## src/rtl/shift_serializer_if.sv

```systemverilog
// Parallel-load / serial-out bus for shift_serializer.
// Master offers words and observes the serial stream.
interface shift_serializer_if #(
    parameter int WIDTH = 8
);
    logic             load_valid;
    logic [WIDTH-1:0] data_in;
    logic             load_ready;
    logic             out;
    logic             out_valid;
    logic             done;

    modport master (
        output load_valid,
        output data_in,
        input  load_ready,
        input  out,
        input  out_valid,
        input  done
    );

    modport slave (
        input  load_valid,
        input  data_in,
        output load_ready,
        output out,
        output out_valid,
        output done
    );
endinterface

```

## src/rtl/shift_serializer.sv

```systemverilog
// LSB-first parallel-to-serial converter with back-to-back word loading.
// Define SHIFT_SERIALIZER_PARITY_EN to append an even-parity bit per frame.
module shift_serializer #(
    parameter int WIDTH = 8
) (
    input logic               clk,
    input logic               reset,
    input logic               shift,
    shift_serializer_if.slave bus
);
    localparam int CW = $clog2(WIDTH + 1);
    localparam logic [CW-1:0] LAST = CW'(WIDTH - 1);

    typedef enum logic [1:0] {
        IDLE   = 2'd0,
        SHIFT  = 2'd1
`ifdef SHIFT_SERIALIZER_PARITY_EN
        ,
        PARITY = 2'd2
`endif
    } state_t;

    state_t           state_q, state_d;
    logic [WIDTH-1:0] data_q, data_d;
    logic [CW-1:0]    cnt_q, cnt_d;
    logic             accept;
`ifdef SHIFT_SERIALIZER_PARITY_EN
    logic             par_q, par_d;
`endif

    // Next-state and output decode; a word accepted on the final
    // frame bit overrides the return to IDLE.
    always_comb begin
        state_d        = state_q;
        data_d         = data_q;
        cnt_d          = cnt_q;
`ifdef SHIFT_SERIALIZER_PARITY_EN
        par_d          = par_q;
`endif
        bus.out        = 1'b0;
        bus.out_valid  = 1'b0;
        bus.done       = 1'b0;
        bus.load_ready = 1'b0;
        accept         = 1'b0;

        unique case (state_q)
            IDLE: begin
                bus.load_ready = 1'b1;
            end
            SHIFT: begin
                bus.out       = data_q[0];
                bus.out_valid = 1'b1;
`ifndef SHIFT_SERIALIZER_PARITY_EN
                bus.done       = (cnt_q == LAST) && shift;
                bus.load_ready = bus.done;
`endif
                if (shift) begin
                    if (cnt_q == LAST) begin
`ifdef SHIFT_SERIALIZER_PARITY_EN
                        state_d = PARITY;
`else
                        state_d = IDLE;
`endif
                    end else begin
                        cnt_d  = cnt_q + CW'(1);
                        data_d = {1'b0, data_q[WIDTH-1:1]};
                    end
                end
            end
`ifdef SHIFT_SERIALIZER_PARITY_EN
            PARITY: begin
                bus.out        = par_q;
                bus.out_valid  = 1'b1;
                bus.done       = shift;
                bus.load_ready = shift;
                if (shift) begin
                    state_d = IDLE;
                end
            end
`endif
            default: begin
                state_d = IDLE;
            end
        endcase

        accept = bus.load_valid && bus.load_ready;
        if (accept) begin
            state_d = SHIFT;
            data_d  = bus.data_in;
            cnt_d   = '0;
`ifdef SHIFT_SERIALIZER_PARITY_EN
            par_d   = ^bus.data_in;
`endif
        end
    end

    // State, shift register and bit counter; reset discards any frame.
    always_ff @(posedge clk) begin
        if (reset) begin
            state_q <= IDLE;
            data_q  <= '0;
            cnt_q   <= '0;
`ifdef SHIFT_SERIALIZER_PARITY_EN
            par_q   <= 1'b0;
`endif
        end else begin
            state_q <= state_d;
            data_q  <= data_d;
            cnt_q   <= cnt_d;
`ifdef SHIFT_SERIALIZER_PARITY_EN
            par_q   <= par_d;
`endif
        end
    end
endmodule

```

## src/flat_wrapper.sv

```systemverilog
// flat-port wrapper written by rule: the top's interface ports become plain ports
module shift_serializer_flat 
#(
    parameter int WIDTH = 8
)
  (clk, reset, shift, bus_load_valid, bus_data_in, bus_load_ready, bus_out, bus_out_valid, bus_done);
  shift_serializer_if #(.WIDTH(WIDTH)) bus_i ();
  input logic clk;
  input logic reset;
  input logic shift;
  input wire logic [$bits(bus_i.load_valid)-1:0] bus_load_valid;
  input wire logic [$bits(bus_i.data_in)-1:0] bus_data_in;
  output wire logic [$bits(bus_i.load_ready)-1:0] bus_load_ready;
  output wire logic [$bits(bus_i.out)-1:0] bus_out;
  output wire logic [$bits(bus_i.out_valid)-1:0] bus_out_valid;
  output wire logic [$bits(bus_i.done)-1:0] bus_done;
  assign bus_i.load_valid = bus_load_valid;
  assign bus_i.data_in = bus_data_in;
  assign bus_load_ready = bus_i.load_ready;
  assign bus_out = bus_i.out;
  assign bus_out_valid = bus_i.out_valid;
  assign bus_done = bus_i.done;
  shift_serializer #(.WIDTH(WIDTH)) u_core (.clk(clk), .reset(reset), .shift(shift), .bus(bus_i));
endmodule
```

## config.mk

```make
export PLATFORM = sky130hd
export DESIGN_NAME = shift_serializer_flat
export DESIGN_NICKNAME = d
export VERILOG_FILES = /design/src/rtl/shift_serializer_if.sv /design/src/rtl/shift_serializer.sv /design/src/flat_wrapper.sv
export SDC_FILE = /design/constraint.sdc
export NUM_CORES = 1
export LEC_CHECK = 0
export CORE_MARGIN = 2
export CORE_UTILIZATION = 43
export CTS_CLUSTER_SIZE = 8
export DETAILED_ROUTE_END_ITERATION = 8
export PLACE_DENSITY = 0.79
export RECOVER_POWER = 100
export SETUP_SLACK_MARGIN = 0.05
export SKIP_LAST_GASP = 1
export SLEW_MARGIN = 20
export SYNTH_ARGS = -nofsm -noshare
export SYNTH_HDL_FRONTEND = slang
export SYNTH_SLANG_ARGS = --single-unit
```

## constraint.sdc

```tcl
create_clock -name clk -period 1.6 [get_ports clk]
set_clock_uncertainty 0.05 [all_clocks]
set_input_delay 0.48 -clock clk [delete_from_list [all_inputs] [get_ports clk]]
set_output_delay 0.48 -clock clk [all_outputs]
set_load 0.05 [all_outputs]
```

==> metrics.md, run 1 <==
| Metric | Value |
|---|---|
| Final Max Tran Viols | 0 |
| Kind of critical path | flip-flop to output port |
| Cts bufs inserted | 3 |
| Slew @ Worst Pin | 255 ps |
| Top-count cell post-synth | dfxtp_1 |
| Mean post-synth cell area | 8.36 sq um |
| Register bit total from synthesis | 13 |
| Synth Net Count | 98 |
| Violated checks | negative setup slack |
| Power, Total | 0.000770 W |
| CORE AREA | 0.00152 sq mm |
| Reg2reg path depth | 6 |
| Hold_ws | 461 ps |
| Largest net degree at the start of global routing | 14 |
| Max Fclk | 563 MHz |
| ANT cells | 0 |
| Leak | 0.475 nW |
| # IOs | 16 |
| Cell taking the most area after synthesis | dfxtp_1 |
| Number of global-route vias before repair | 783 |
| Internal power | 0.000548 W |
| DR vias/cell | 6.23 |
| Via count | 884 |
| Worst Path Max Fanout | 3 |
| H-tree levels | 1 |
| Library cells used by synthesis | 27 |
| DP HPWL | 1480 microns |
| Peak VDD IR | 0.000598 V |
| Synth top area cells | dfxtp_1 (37%), a311oi_1 (8.6%), nand2b_1 (7.0%) |
| Chip height | 44.7 microns |
| Final Setup Violations | 8 |
| Top-area cell type share of the netlist area | 36.6% |
| Post-synthesis cell count | 85 |
| Setup crit end kind | output port |
| Global-route wire length before repair | 3420 microns |
| Post-synth top cells | dfxtp_1 (13), a21oi_1 (8), nand2b_1 (8), nand4_1 (8) |
| Antenna-violating nets left | 0 |
| Max_cap viols | 0 |
| Min cycle time layout | 1780 ps |
| Reg power frac | 46.8% |
| Fin crit share | 111% |
| Congestion Overflow GR | 0 |
| Share of cells above drive strength 1 | 46.8% |
| Die footprint | 0.00199 sq mm |
| Root Driver | clkbuf_4 |
| Routed WL per cell | 17.0 microns |
| HP Start | u_core.data_q[4]$_SDFFE_PP0P_ |
| Num Clock Sinks | 13 |
| Crit path launch | u_core.cnt_q[1]$_SDFFE_PP0P_ |
| Worst hold path depth | 2 |
| Post-synth top flop | dfxtp_1 |
| Clock transition at the registers of the reported paths | 80 ps |
| Area Overhead vs Synth | 76.9% |
| Crit path arrival time | 1250 ps |
| Initial antenna violation count | 0 |
| PwrDens | 612 mW/mm^2 |
| Post-route cell area | 0.00126 sq mm |
| Port Buf Inserts | 15 |
| Final Hold Viols | 0 |
| TritonCTS clock tree | built |
| Worst slew margin | 82.8% |
| RSZ-0062 raised after global routing | yes |
| Clock share of power | 27.1% |
| Switching share of power | 28.8% |
| CP Launch Type | flip-flop |
| Worst reg2reg endpoint | u_core.cnt_q[3]$_SDFFE_PP0P_ |
| Psw | 0.000222 W |
| Yosys warnings | 0 |
| Hold Crit Endpoint | u_core.data_q[4]$_SDFFE_PP0P_ |
| Comb pwr share | 26.0% |
| Async S/R FF share, synth | 0% |
| Total GRT Usage | 23.6% |
| Place WS | -504 ps |
| CP Data Required Time | 1070 ps |
| # rows | 14 |
| Hold Path Class | flip-flop to flip-flop |
| Residual DRC | 0 |
| Skew-Pair Late Insertion Delay | 280 ps |
| Area of the mapped netlist | 711 sq um |
| R2R setup slack | -150 ps |
| Placed cell areas | 0.00107 sq mm |
| Iteration-0 DRC count of the detailed router | 48 |
| Post-synth EDFFs | 0 |
| Drt total wl | 2410 microns |
| Initial Util | 46.6% |
| Final nets | 140 |
| Worst Setup Slack, final | -175 ps |
| Run status | complete, but fails checks |
| Die X | 44.7 microns |
| FF-to-FF Start | u_core.cnt_q[0]$_SDFFE_PP0P_ |
| First-pass DRT Iterations | 4 |
| Sequential-to-total area share from yosys stat | 36.6% |
| Gp weighted congestion | 0.797 |
| Clock Path Buffers | 2 |
-- state kept, by name (all words and copies together) (netlist names) --
signal          count
u_core.data_q       8
u_core.state_q      1
u_core.cnt_q        4
-- per-stage QoR --
step                      TNS [ps]  instances  util [%]
final                         -765        142      82.5
after CTS                     -304        135      75.0
after global placement       -4460        127      70.2
after global routing         -1090        142      82.5
after floorplan                  0         85         -
after detailed placement     -4810        127      70.2
-- worst max-delay path, stage by stage, from the launching register on --
cell and delay, ps:
dfxtp_2 370, ha_4 140, nand3b_1 160, nor2_4 150, buf_12 140
-- area by class of cell --
cell class	instances	area, sq um
Clock buffer	4	26.3
Fill cell	85	267
Multi-Input combinational cell	65	520
Sequential cell	13	269
Tap cell	16	20.0
Timing Repair Buffer	44	422
-- what timing repair did --
| item | CTS | global route |
|---|---|---|
| gates cloned | 0 | 0 |
| pin swaps | 5 | 7 |
| buffers inserted | 4 | 7 |
| hold endpoints to repair | 0 | 0 |
| resized for setup | 7 | 20 |
| hold buffers | 0 | 0 |
| setup endpoints to repair | 12 | 13 |
-- cells by family after synthesis --
group / share of synthesized area [%]
compound gates: 28.3
simple gates: 26.1
flops: 36.6
buf+inv: 4.40
mux: 2.82
fa+ha+maj: 1.76
-- power by group through the flow --
stage / Combinational [W] / Clock, W / Sequential (W)
finish: 0.000201 / 0.000209 / 0.000360
global route: 0.000212 / 0.000222 / 0.000361
floorplan: 0.0000780 / 0 / 0.000365
global placement: 0.000161 / 0 / 0.000364
detailed placement: 0.000165 / 0 / 0.000365
CTS: 0.000170 / 0.000212 / 0.000356
-- layer usage --
| metal | GRT usage [%] | share of wire (%) | routed length [microns] |
|---|---|---|---|
| met1 | 30.3 | 41 | 977 |
| met2 | 38.0 | 48 | 1170 |
| met3 | 3.67 | 6.8 | 163 |
| met4 | 12.1 | 4.3 | 103 |
| met5 | 0 | 0 | 0 |
-- layout by cell type, fill, tap and decap left out, types with 4 or more instances in the layout --
cell type and instances:
buf_4 25, clkdlybuf4s50_1 10, dfxtp_1 10, nand4_1 8, a21oi_1 8, nand2b_1 8, o21ai_2 6, a311oi_1 5
o21ai_1 4, buf_12 4, buf_6 4
-- worst max-delay path by stage --
stage,endpoint,slack [ps],cells past startpoint
floorplan,bus_done,20,3
global placement,u_core.cnt_q[3]$_SDFFE_PP0P_,-430,4
CTS,bus_done,-160,4
detailed placement,u_core.cnt_q[3]$_SDFFE_PP0P_,-500,4
finish,bus_done,-180,4
global route,bus_done,-220,4
(Power assumes the default switching activity.)
==> run 2, diff against run 1 <==
Settings changed: CORE_UTILIZATION 43 to 53, DONT_BUFFER_PORTS set to 1, PLACE_DENSITY 0.79 to 0.77, RECOVER_POWER 100 to 25.
==> run 2 against run 1 <==
  * The run still ends with negative setup slack left
  * Final area decreased by 17%
  * Via count decreased by 14%
  * Worst hold slack worse by 250 ps
  * Routed wire length is 8.7% lower
  * First-iteration DRC count decreased by 60%
  * Sequential power decreased by 1%
==> metrics.md, run 2 (synthesis results as in run 1) <==
| Metric | Value |
|---|---|
| Number of global-route vias before repair | 668 (-15%) |
| Final nets | 114 (-19%) |
| Violated checks | negative setup slack |
| Clock transition at the registers of the reported paths | 80 ps (about the same) |
| Antenna-violating nets left | 0 (unchanged) |
| Leak | 0.367 nW (-23%) |
| Fillers | 74 (-13%) |
| DR vias/cell | 6.64 (+6.7%) |
| Via count | 764 (-14%) |
| Final Hold Viols | 0 (unchanged) |
| Slowest-stage cell, CP | dfxtp_2 |
| Worst Path Max Fanout | 3 (unchanged) |
| CP Data Required Time | 1070 ps (about the same) |
| Area Overhead vs Synth | 46.5% |
| Total GRT Usage | 27.3% (+3.7 points) |
| R2R setup slack | -20 ps (+130 ps) |
| Skew-Pair Late Insertion Delay | 270 ps (about the same) |
| Worst hold path depth | 1 (-1) |
| # rows | 13 (-1) |
| HP Start | reset |
| Most frequent cells in the layout | buf_4 (11), dfxtp_1 (10), nand4_1 (8), a21oi_1 (8), nand2b_1 (8) |
| TritonCTS clock tree | built |
| DP HPWL | 1100 microns (-25%) |
| CORE AREA | 0.00127 sq mm (-17%) |
| Port Buf Inserts | 0 (-15) |
| CP Launch Type | flip-flop |
| CP cell instances | ha_4 > nand3b_1 > nor2_4 > buf_12 |
| Initial antenna violation count | 0 (unchanged) |
| Residual DRC | 0 (unchanged) |
| H-tree levels | 1 (unchanged) |
| Fin crit share | 110% (-0.85 points) |
| Share of cells above drive strength 1 | 41.0% (-5.8 points) |
| Largest registers | u_core.data_q: 8 flops, u_core.cnt_q: 4 flops, u_core.state_q: 1 flops |
| Hold_ws | 206 ps (-254 ps) |
| Place WS | 67.3 ps (+572 ps) |
| FF-to-FF Start | u_core.cnt_q[1]$_SDFFE_PP0P_ |
| Reg2reg path depth | 6 (unchanged) |
| Post-route insts no fill | 115 (-19%) |
| Hold Path Class | input pin to flip-flop |
| Global-route wire length before repair | 2910 microns (-15%) |
| Critical Path Max Stage Delay | 360 ps (about the same) |
| Root Driver | clkbuf_4 |
| Num Clock Sinks | 13 (unchanged) |
| Min cycle time layout | 1760 ps (-13.5 ps) |
| Chip height | 40.6 microns (-9.0%) |
| RSZ-0062 raised after global routing | yes |
| # IOs | 16 (unchanged) |
| Gp weighted congestion | 0.760 (-4.6%) |
| Final Setup Violations | 5 (-3) |
| Die footprint | 0.00165 sq mm (-17%) |
| CTS hold repair buffers | 0 (unchanged) |
| Clock Path Buffers | 2 (unchanged) |
| Congestion Overflow GR | 0 (unchanged) |
| Cts bufs inserted | 3 (unchanged) |
| Biggest register | u_core.data_q |
| Initial Util | 56.0% (+9.4 points) |
| Placed cell areas | 848 sq um (-21%) |
| ANT cells | 0 (unchanged) |
| Routed WL per cell | 19.1 microns (+13%) |
| PwrDens | 681 mW/mm^2 (+11%) |
| Final Max Tran Viols | 0 (unchanged) |
| Worst Setup Slack, final | -162 ps (+13.5 ps) |
| Crit path arrival time | 1230 ps (-20 ps) |
| Kind of critical path | flip-flop to output port |
| Drt total wl | 2200 microns (-8.7%) |
| Max Fclk | 568 MHz (+0.77%) |
| Worst slew margin | 79.0% (-3.9 points) |
| Hold Crit Endpoint | u_core.state_q[0]$_SDFFE_PP0P_ |
| Setup_tns | -333 ps (+432 ps) |
| Largest net degree at the start of global routing | 15 (+1) |
| Worst reg2reg endpoint | u_core.data_q[2]$_SDFFE_PP0P_ |
| Iteration-0 DRC count of the detailed router | 19 (-60%) |
| First-pass DRT Iterations | 4 (unchanged) |
| Peak VDD IR | 0.000494 V (-17%) |
| Slew @ Worst Pin | 312 ps (+57.2 ps) |
| Max reg flops | 8 (unchanged) |
| Post-route cell area | 0.00104 sq mm (-17%) |
| Run status | complete, but fails checks |
| Setup crit end kind | output port |
| Most common cell after layout, fill and taps aside | buf_4 |
| Die X | 40.6 microns (-9.0%) |
| Placed Cells incl. Taps | 102 (-20%) |
| Max_cap viols | 0 (unchanged) |
-- run 2: cell types whose count changed in the layout (fill, tap and decap cells not counted), moves of 4 or more --
| cell | change |
|---|---|
| o21ai_2 | -6 |
| o21ai_0 | +5 |
| buf_4 | -14 |
| a311oi_1 | -4 |
| clkdlybuf4s50_1 | -10 |
| a311oi_2 | +4 |
-- run 2: power by group --
part / internal, W / switching, W
clock: 0.0000967 / 0.000112
sequential: 0.000343 / 0.0000136
combinational: 0.0000725 / 0.0000716
-- run 2: worst max-delay path, delay by kind of cell (launching register included) --
| family | cells | cell delay, ps |
|---|---|---|
| simple gates | 2 | 300 |
| buf+inv | 1 | 140 |
| fa+ha+maj | 1 | 140 |
| flops | 1 | 360 |
-- run 2: timing repair --
action                                  in CTS  in global routing
endpoints found under the setup margin       4                 14
pin swaps                                    1                  6
buffers inserted                             6                  2
resized for setup                            0                 16
cloned                                       1                  0
-- run 2: layer usage --
layer	vias up	track usage (%)	part of all wire, %
met3	8	3.80	4.4
met2	23	40.9	49
met4	0	20.0	2.4
li1	359	-	-
met5	-	0	0
met1	374	35.3	44
-- run 2: how the worst max path moves through the flow --
stage	startpoint	to	slack [ps]	depth (start not counted)
2_1_floorplan	u_core.cnt_q[1]$_SDFFE_PP0P_	bus_done	20	3
4_1_cts	u_core.cnt_q[1]$_SDFFE_PP0P_	bus_done	-150	4
6_report	u_core.cnt_q[1]$_SDFFE_PP0P_	bus_done	-160	4
3_3_place_gp	u_core.cnt_q[0]$_SDFFE_PP0P_	u_core.cnt_q[3]$_SDFFE_PP0P_	90	4
5_1_grt	u_core.cnt_q[1]$_SDFFE_PP0P_	bus_done	-210	4
3_5_place_dp	u_core.cnt_q[0]$_SDFFE_PP0P_	u_core.cnt_q[3]$_SDFFE_PP0P_	70	4
-- run 2: area by class of cell --
class                           instances  area, sq um  share of cell area, %
Sequential cell                        13          267                   25.6
Clock buffer                            4         26.3                   2.52
Multi-Input combinational cell         65          520                   50.0
Tap cell                               15         18.8                   1.80
Timing Repair Buffer                   18          209                   20.1
-- run 2: stage by stage --
step	util [%]	total power, W
2_1_floorplan	-	0.000443
3_3_place_gp	66.9	0.000458
3_5_place_dp	66.9	0.000460
4_1_cts	75.0	0.000683
5_1_grt	82.1	0.000729
6_report	82.1	0.000709
==> run 3, diff against run 2 <==
Settings changed: PLACE_DENSITY 0.77 to 0.71.
==> run 3 against run 2 <==
  * The flow still finishes with violations (negative setup slack)
  * Via count decreased by 3.4%
  * Critical path depth unchanged
  * Total power decreased by 4.1%
  * Cell count is 0.87% lower
  * Sequential cell count stayed put
  * Worst hold slack gained 1.6 ps
  * Global-route usage fell by 3.1 points
  * Setup slack improved by 4.9 ps
  * Non-clock buffer count decreased by 1
  * Register-to-register slack improved by 20 ps
  * First-iteration DRC count is 42% higher
  * Largest power group unchanged
==> metrics.md, run 3 (synthesis results as in run 1) <==
| Metric | Value |
|---|---|
| Antenna-violating nets left | 0 (unchanged) |
| Chip height | 40.6 microns (unchanged) |
| Crit path arrival time | 1230 ps (about the same) |
| CP Data Required Time | 1070 ps (about the same) |
| Residual DRC | 0 (unchanged) |
| Routed WL per cell | 17.1 microns (-11%) |
| Drt total wl | 1950 microns (-12%) |
| PwrDens | 677 mW/mm^2 (-0.55%) |
| Gp weighted congestion | 0.747 (-1.7%) |
| # IOs | 16 (unchanged) |
| Setup_tns | -408 ps (-75.1 ps) |
| Initial Util | 56.0% (unchanged) |
| Crit path launch | u_core.cnt_q[1]$_SDFFE_PP0P_ |
| Die footprint | 0.00165 sq mm (unchanged) |
| FF-to-FF Start | u_core.cnt_q[1]$_SDFFE_PP0P_ |
| Clock transition at the registers of the reported paths | 80 ps (about the same) |
| HP Start | reset |
| Area Overhead vs Synth | 41.2% |
| Final Hold Viols | 0 (unchanged) |
| Largest net degree at the start of global routing | 21 (+6) |
| Kind of critical path | flip-flop to output port |
| Leak | 0.348 nW (-5.1%) |
| ANT cells | 0 (unchanged) |
| CORE AREA | 0.00127 sq mm (unchanged) |
| CP Buf/Inv Count | 1 (unchanged) |
| Place WS | 71.6 ps (+4.23 ps) |
| Worst Path Max Fanout | 4 (+1) |
| Max reg flops | 8 (unchanged) |
| DP HPWL | 1060 microns (-4.2%) |
| Congestion Overflow GR | 0 (unchanged) |
| Cts bufs inserted | 3 (unchanged) |
| RSZ-0062 raised after global routing | yes |
| Final Max Tran Viols | 0 (unchanged) |
| Final Setup Violations | 3 (-2) |
| TritonCTS clock tree | built |
| Port Buf Inserts | 0 (unchanged) |
| Biggest register | u_core.data_q |
| Final nets | 113 (-0.88%) |
| Share of cells above drive strength 1 | 37.4% (-3.6 points) |
| Violated checks | negative setup slack |
| Skew-Pair Late Insertion Delay | 280 ps (about the same) |
| Critical Path Max Stage Delay | 370 ps (about the same) |
| Num Clock Sinks | 13 (unchanged) |
| Clock Path Buffers | 2 (unchanged) |
| Most common cell after layout, fill and taps aside | buf_4 |
| Fin crit share | 110% (-0.31 points) |
| DR vias/cell | 6.47 (-2.6%) |
| # rows | 13 (unchanged) |
| Global-route wire length before repair | 2590 microns (-11%) |
| Worst Setup Slack, final | -157 ps (+4.92 ps) |
| Slowest-stage cell, CP | dfxtp_4 |
| Worst slew margin | 80.8% (+1.8 points) |
| CTS hold repair buffers | 0 (unchanged) |
| Hold_ws | 208 ps (+1.62 ps) |
| H-tree levels | 1 (unchanged) |
| Largest registers | u_core.data_q: 8 flops, u_core.cnt_q: 4 flops, u_core.state_q: 1 flops |
| Hold Path Class | input pin to flip-flop |
| CP Launch Type | flip-flop |
| Total GRT Usage | 24.2% (-3.1 points) |
| Via count | 738 (-3.4%) |
| Min cycle time layout | 1760 ps (-4.92 ps) |
| Crit path max-delay family | flip-flops |
| First-pass DRT Iterations | 4 (unchanged) |
| Max_cap viols | 0 (unchanged) |
| Max Fclk | 569 MHz (+0.28%) |
| Number of global-route vias before repair | 574 (-14%) |
| Setup crit end kind | output port |
| Most frequent cells in the layout | buf_4 (11), dfxtp_1 (10), nand4_1 (8), a21oi_1 (8), nand2b_1 (8) |
| CP cell instances | ha_4 > nand3b_1 > nor2_4 > buf_12 |
| Initial antenna violation count | 0 (unchanged) |
| Root Driver | clkbuf_4 |
| Run status | complete, but fails checks |
| Iteration-0 DRC count of the detailed router | 27 (+8) |
| Slew @ Worst Pin | 289 ps (-23.1 ps) |
| Die X | 40.6 microns (unchanged) |
| Peak VDD IR | 0.000492 V (-0.50%) |
run 3: final cells by class:
class,count,area [sq um]
flip-flops and latches,13,269
well taps,15,18.8
fillers,80,265
multi-input cells,65,510
clock buffers,4,26.3
repair buffers,17,179
run 3: timing repair:
item,4_1_cts,5_1_grt
pin swaps,2,4
buffers inserted,2,4
cloned,0,1
gates resized for setup,1,12
endpoints found under the setup margin,5,15
run 3: worst paths after layout:
kind                                     to  slack [ps]  depth (start not counted)
max                                bus_done        -160                          4
min          u_core.state_q[0]$_SDFFE_PP0P_         210                          1
max reg2reg    u_core.cnt_q[0]$_SDFFE_PP0P_           0                          5
min reg2reg   u_core.data_q[1]$_SDFFE_PP0P_         460                          2
run 3: power by group:
part / internal, W / leakage [nW] / switching (W) / total (W)
logic: 0.0000499 / 0.224 / 0.0000678 / 0.000118
registers: 0.000341 / 0.109 / 0.0000110 / 0.000352
clock network: 0.0000968 / 0.0150 / 0.000113 / 0.000210
total: 0.000488 / 0.348 / 0.000192 / 0.000679
run 3: metrics by stage:
step           std cells  cell area [sq um]  total power, W  util [%]
2_1_floorplan         85                761        0.000443         -
3_3_place_gp         103                843        0.000455      66.5
3_5_place_dp         103                843        0.000457      66.5
4_1_cts              109                890        0.000669      70.1
5_1_grt              114               1000        0.000708      79.1
6_report             114               1000        0.000679      79.1
run 3: routing by layer:
layer  wire length (microns)  vias up  global-route usage [%]
met1                     864      351                    35.8
li1                        -      358                       -
met2                     933       27                    32.1
met4                      17        0                    15.0
met5                       0        -                       0
met3                     131        2                    3.80
